===== src/rtl/window_assembler_pkg.sv =====
// Shared constants for the window assembler and the address generator.
package window_assembler_pkg;

  // Default window edge: odd and at least 3.
  localparam int unsigned FilterSizeDefault = 5;

  // One-hot controller states.
  typedef enum logic [3:0] {
    StIdle = 4'b0001,
    StFill = 4'b0010,
    StRun  = 4'b0100,
    StDone = 4'b1000
  } state_e;

endpackage


===== src/rtl/pixel_column_shifter.sv =====
// Captures one window column of filterSize pixels, top to bottom; padded pixels are stored as zero.
module pixel_column_shifter #(
  parameter int unsigned pixelBitWidth = 8,
  parameter int unsigned filterSize    = 5
) (
  input  logic                                clk,
  input  logic                                rst,
  input  logic                                clear,
  input  logic                                accept,
  input  logic [pixelBitWidth-1:0]            pix_data,
  input  logic                                pix_pad,
  output logic                                col_done,
  output logic [filterSize*pixelBitWidth-1:0] col_data
);

  localparam int unsigned ColW = filterSize * pixelBitWidth;
  localparam int unsigned CntW = $clog2(filterSize);

  logic [CntW-1:0]          pix_cnt;
  logic [ColW-1:0]          col_q;
  logic [pixelBitWidth-1:0] pix_in;

  // New pixel enters at the top slot so the first pixel of a column ends up at row 0.
  always_comb begin
    pix_in   = pix_pad ? '0 : pix_data;
    col_done = accept && (pix_cnt == CntW'(filterSize - 1));
    col_data = {pix_in, col_q[ColW-1:pixelBitWidth]};
  end

  // Shift register and pixel-in-column counter.
  always_ff @(posedge clk) begin
    if (rst) begin
      pix_cnt <= '0;
      col_q   <= '0;
    end else if (clear) begin
      pix_cnt <= '0;
    end else if (accept) begin
      col_q   <= col_data;
      pix_cnt <= col_done ? '0 : pix_cnt + CntW'(1);
    end
  end

endmodule


===== src/rtl/window_assembler.sv =====
// Assembles filterSize x filterSize windows from a column-ordered pixel stream.
module window_assembler import window_assembler_pkg::*; #(
  parameter int unsigned pixelBitWidth = 8,
  parameter int unsigned filterSize    = FilterSizeDefault,
  parameter int unsigned rowBitWidth   = 11,
  parameter int unsigned colBitWidth   = 11
) (
  input  logic                                           clk,
  input  logic                                           rst,
  input  logic                                           start,
  input  logic [rowBitWidth-1:0]                         rowMax,
  input  logic [colBitWidth-1:0]                         colMax,
  input  logic                                           pix_valid,
  input  logic [pixelBitWidth-1:0]                       pix_data,
  input  logic                                           pix_pad,
  output logic                                           in_ready,
  output logic                                           win_valid,
  input  logic                                           win_ready,
  output logic [filterSize*filterSize*pixelBitWidth-1:0] window,
  output logic [rowBitWidth-1:0]                         win_row,
  output logic [colBitWidth-1:0]                         win_col,
  output logic                                           frame_done
);

  localparam int unsigned ColW = filterSize * pixelBitWidth;
  localparam int unsigned WinW = filterSize * ColW;
  // Column counter must reach colMax+filterSize-2, which can exceed colBitWidth.
  localparam int unsigned CntW = colBitWidth + 1;

  state_e                 state;
  logic [rowBitWidth-1:0] row_max_q;
  logic [colBitWidth-1:0] col_max_q;
  logic [rowBitWidth-1:0] row_cnt;
  logic [CntW-1:0]        col_cnt;
  logic [CntW-1:0]        col_last;
  // Set once the final column of the frame is in; blocks further input.
  logic                   tail_q;
  logic                   accept;
  logic                   clear;
  logic                   col_done;
  logic [ColW-1:0]        col_data;
  logic                   win_take;
  logic                   last_win;

  // Input handshake and end-of-row / end-of-frame decodes.
  always_comb begin
    in_ready = ((state == StFill) || (state == StRun)) && !tail_q && !(win_valid && !win_ready);
    accept   = pix_valid && in_ready;
    clear    = (state == StIdle) && start;
    col_last = CntW'(col_max_q) + CntW'(filterSize - 2);
    win_take = win_valid && win_ready;
    last_win = (win_row == rowBitWidth'(row_max_q - rowBitWidth'(1))) &&
               (win_col == colBitWidth'(col_max_q - colBitWidth'(1)));
  end

  pixel_column_shifter #(
    .pixelBitWidth(pixelBitWidth),
    .filterSize   (filterSize)
  ) u_shifter (
    .clk      (clk),
    .rst      (rst),
    .clear    (clear),
    .accept   (accept),
    .pix_data (pix_data),
    .pix_pad  (pix_pad),
    .col_done (col_done),
    .col_data (col_data)
  );

  // Controller FSM with registered window outputs.
  always_ff @(posedge clk) begin
    if (rst) begin
      state      <= StIdle;
      row_max_q  <= '0;
      col_max_q  <= '0;
      row_cnt    <= '0;
      col_cnt    <= '0;
      tail_q     <= 1'b0;
      win_valid  <= 1'b0;
      win_row    <= '0;
      win_col    <= '0;
      window     <= '0;
      frame_done <= 1'b0;
    end else begin
      frame_done <= 1'b0;
      if (win_take) win_valid <= 1'b0;
      // Oldest column drops out at c=0, new column lands at c=filterSize-1.
      if (col_done) window <= {col_data, window[WinW-1:ColW]};
      unique case (state)
        StIdle: begin
          if (start) begin
            row_max_q <= rowMax;
            col_max_q <= colMax;
            row_cnt   <= '0;
            col_cnt   <= '0;
            tail_q    <= 1'b0;
            state     <= StFill;
          end
        end
        StFill: begin
          if (col_done) begin
            col_cnt <= col_cnt + CntW'(1);
            if (col_cnt == CntW'(filterSize - 2)) state <= StRun;
          end
        end
        StRun: begin
          if (col_done) begin
            win_valid <= 1'b1;
            win_row   <= row_cnt;
            win_col   <= colBitWidth'(col_cnt - CntW'(filterSize - 1));
            if (col_cnt == col_last) begin
              col_cnt <= '0;
              if (row_cnt == rowBitWidth'(row_max_q - rowBitWidth'(1))) begin
                tail_q <= 1'b1;
              end else begin
                row_cnt <= row_cnt + rowBitWidth'(1);
                state   <= StFill;
              end
            end else begin
              col_cnt <= col_cnt + CntW'(1);
            end
          end
          if (win_take && last_win) begin
            state      <= StDone;
            frame_done <= 1'b1;
          end
        end
        StDone: begin
          if (start) state <= StIdle;
        end
        default: state <= StIdle;
      endcase
    end
  end

endmodule


===== config.mk =====
export PLATFORM = sky130hd
export DESIGN_NAME = window_assembler
export DESIGN_NICKNAME = d
export VERILOG_FILES = /design/src/rtl/window_assembler_pkg.sv /design/src/rtl/pixel_column_shifter.sv /design/src/rtl/window_assembler.sv
export SDC_FILE = /design/constraint.sdc
export NUM_CORES = 1
export LEC_CHECK = 0
export ABC_AREA = 1
export BUFFER_PORTS_ARGS = -buffer_cell sky130_fd_sc_hd__buf_2
export CORE_MARGIN = 2
export CORE_UTILIZATION = 55
export DETAILED_ROUTE_END_ITERATION = 8
export PLACE_DENSITY_LB_ADDON = 0.15
export SLEW_MARGIN = 20
export SYNTH_ARGS = -nofsm -noshare
export SYNTH_HDL_FRONTEND = slang
export SYNTH_SLANG_ARGS = --single-unit
export TNS_END_PERCENT = 5

===== constraint.sdc =====
create_clock -name clk -period 2.67 [get_ports clk]
set_clock_uncertainty 0.2 [all_clocks]
set_input_delay 0.4005 -clock clk [delete_from_list [all_inputs] [get_ports clk]]
set_output_delay 0.4005 -clock clk [all_outputs]
set_load 0.1 [all_outputs]

==> flow_metrics.tcl <==
set metrics [dict create \
    viasPerCell 5.337 \
    path_cells "nor2_1 -> nand3_2 -> nand2_2 -> nand2_1 -> inv_1 -> buf_2" \
    clk_pin_slew_worst_paths_ps 60 \
    synth_simple_gate_area_share_pct 28.81 \
    cp_slowest_cell "buf_2" \
    fin_area_um2 16030 \
    placed_area_um2 14530 \
    ant_nets 0 \
    layout-drive-gt1-share_pct 17.48 \
    grt_pass1_wl_um 60590 \
    grt_usage_pct 30.38 \
    synth_top_area_share_pct 47.75 \
    grt_max_degree 104 \
    routed.top_layer "met4" \
    clockBufferDepth 3 \
    routedWlPerCell_um 16.09 \
    die_y_um 157.5 \
    intPower_mw 8.555 \
    crit_fanout 5 \
    synthMuxAreaShare_pct 0 \
    synth_compound_area_share_pct 14.13 \
    critPathKind "reg -> out" \
    met2WireLength_um 19100 \
    grt_overflow 0 \
    synth_cell_types 37 \
    fin_tns_setup_ps 0 \
    synth_area_um2 12960 \
    rows 56 \
    max_freq_mhz 394.6 \
    htree_levels 1 \
    synth_ff_type "dfxtp_1" \
    p_switching_mw 3.875 \
    routed_wl_um 39100 \
    slew_viol_final 0 \
    comb_power_share_pct 21.5 \
    core_um2 23330 \
    worstSetupStartpointType "flop" \
    wl_met1_um 15840 \
    yosysSeqAreaShare_pct 47.75 \
    power.density_nw_per_um2 775.6 \
    slew_headroom_pct 56.38 \
    vdd_drop_max_uv 645.0 \
    slowest_delay_ps 430 \
    ys_async_sr_fraction_pct 0 \
    io_pins 261 \
    finalCriticalPeriod_ps 2534 \
    synth_top_family_by_area "simple AND/OR/NAND/NOR gates" \
    port_buffers 260 \
    drcViolationCount 0 \
    clock_latency_ps 580 \
    status "completed" \
    num_antenna_cells 0 \
    synth.area.top_cells "dfxtp_1, nor2_1, o21ai_0" \
    synth_seq_cells 309 \
    finalWeightedCongestion 0.9527 \
    seqPwrFrac_pct 40.0 \
    wl_met3_um 3331 \
    antenna_found_initial 0 \
    maxCapViolCount 0 \
    clockPowerShare_pct 38.4 \
    min_path_type "in -> reg" \
    cts_tree "done" \
    period_share_pct 94.91 \
    cts_sinks 309 \
    dp_hpwl_um 26520 \
    area_delta_synth_final_pct 23.70 \
    hold_violations 0 \
    synth_adder_area_share_pct 0.8691 \
    vias 12970 \
    cts-root-buf "clkbuf_16" \
    postSynthAreaPerCell_um2 7.034 \
    cp.required_ps 2070 \
    end_kind "primary output" \
    sw_frac_of_total_pct 31.18 \
    p_leak_nw 8.224 \
    start_util_pct 55.53 \
    cts_made_buffers 31 \
    dieArea_um2 24800 \
    final_util_pct 68.69 \
    synth-edff-count 0 \
    drtPass1Iterations 7 \
    grt_pass1_vias 11783 \
    ys_warn_count 0 \
    die_x_um 157.5 \
    yosysTopAreaCell "dfxtp_1" \
    synth_nets 1887 \
    finalSetupViolations 0 \
    drtIter0Drc 1159 \
    synthCells 1842 \
    cp.arrival_ps 1930 \
    finalNetCount 2134 \
    tightestPinTransition_ps 654.3 \
    synth_xor_area_share_pct 2.028 \
]
-- path summary, 6_finish.rpt --
path / from / to / slack, ps / depth (start not counted)
hold / removal: start / state[0] / 30 / 4
setup / recovery: state[3] / in_ready / 140 / 6
hold reg to reg: tail_q / tail_q / 270 / 2
setup reg to reg: row_max_q[0] / row_cnt[1] / 220 / 16
-- repair_timing --
action                                  4_1_cts  5_1_grt
setup buffers                                 0        0
hold buffers                                 31        0
gates resized for setup                       0       14
endpoints found under the hold margin        36        0
endpoints found under the setup margin        0       14
-- layout by cell type (no fill, tap or decap), types with 3 or more instances in the layout --
master,synthesis,layout
nand3b_1,6,6
inv_1,106,105
nor2_4,1,3
buf_2,14,260
a21oi_1,97,97
bufinv_16,0,6
xor2_1,25,25
nor2_2,6,10
a31oi_1,3,3
dfxtp_1,309,309
clkbuf_8,0,7
nor3b_1,3,3
ha_1,9,8
nor2_1,501,495
dlygate4sd3_1,0,31
xnor2_1,5,5
buf_12,0,8
buf_4,3,16
nand4_1,8,8
clkbuf_16,0,31
nand3_1,96,95
o21ai_0,256,256
nand2_2,3,4
clkinv_2,0,7
nor3_1,14,14
nand2_1,274,273
-- state kept, by name, summed over array words and instances (netlist names) --
signal and flops:
window 200, win_row 11, u_shifter.col_q 32, u_shifter.pix_cnt 3
col_max_q 11, row_cnt 11, win_col 11, state 4
tail_q 1, frame_done 1, win_valid 1, row_max_q 11
col_cnt 12
-- power by group through the flow --
| stage | clock [mW] | sequential [mW] | combinational [mW] |
|---|---|---|---|
| 6_report | 4.78 | 4.98 | 2.68 |
| 5_1_grt | 5.04 | 5.00 | 2.99 |
| 4_1_cts | 4.83 | 4.97 | 2.60 |
| 3_5_place_dp | 0 | 5.07 | 2.54 |
| 3_3_place_gp | 0 | 5.07 | 2.50 |
| 2_1_floorplan | 0 | 4.98 | 1.96 |
-- routing by layer --
metal  GRT usage (%)  up-vias
met2           52.88      457
li1                -     6396
met3           7.930       59
met4           8.095        0
met5               0        -
met1           37.25     6058
-- cells in the mapped netlist (2+ instances only) --
master / instances
buf_2: 14
nand2_2: 3
buf_1: 2
nand3b_1: 6
xnor2_1: 5
a31oi_1: 3
nor3_1: 14
or2_2: 2
buf_4: 3
nor2_1: 501
nor3b_2: 2
o21ai_0: 256
dfxtp_1: 309
nand2_1: 274
nand3_1: 96
clkbuf_1: 83
clkinv_1: 2
inv_1: 106
nand4_1: 8
nor2_2: 6
a21oi_1: 97
ha_1: 9
nor3b_1: 3
xor2_1: 25
-- metrics by stage --
step | total power, mW | setup slack [ps] | cells | hold slack (ps)
6_report | 12.43 | 136.0 | 2430 | 33.40
4_1_cts | 12.39 | 80.68 | 2429 | 4.948
3_5_place_dp | 7.607 | 139.6 | 2343 | 257.2
3_3_place_gp | 7.568 | 190.9 | 2343 | 254.4
2_1_floorplan | 6.941 | 45.50 | 1842 | 230.4
5_1_grt | 13.03 | -21.72 | 2430 | 13.57
-- layout make-up --
cell class | instances | area (µm²)
fillers | 2004 | 7306
inverters | 109 | 419.2
flip-flops and latches | 309 | 6186
clock buffers | 39 | 875.8
multi-input cells | 1322 | 5992
clock inverters | 16 | 251.5
well taps | 319 | 399.1
repair buffers | 316 | 1903
-- logic make-up (layout without fill, tap and decap cells) --
kind of cell / count (synthesis) / in the layout
simple gates: 920 / 921
xor+xnor: 30 / 30
compound gates: 362 / 362
flops: 309 / 309
fa+ha+maj: 9 / 9
buf+inv: 212 / 480
-- critical path: cells and delay by family, from the launching register on --
kind / cells / cell delay, ps
buf+inv: 2 / 510
simple gates: 4 / 530
flops: 1 / 330
Note: power is estimated with default switching activity, not from simulation.
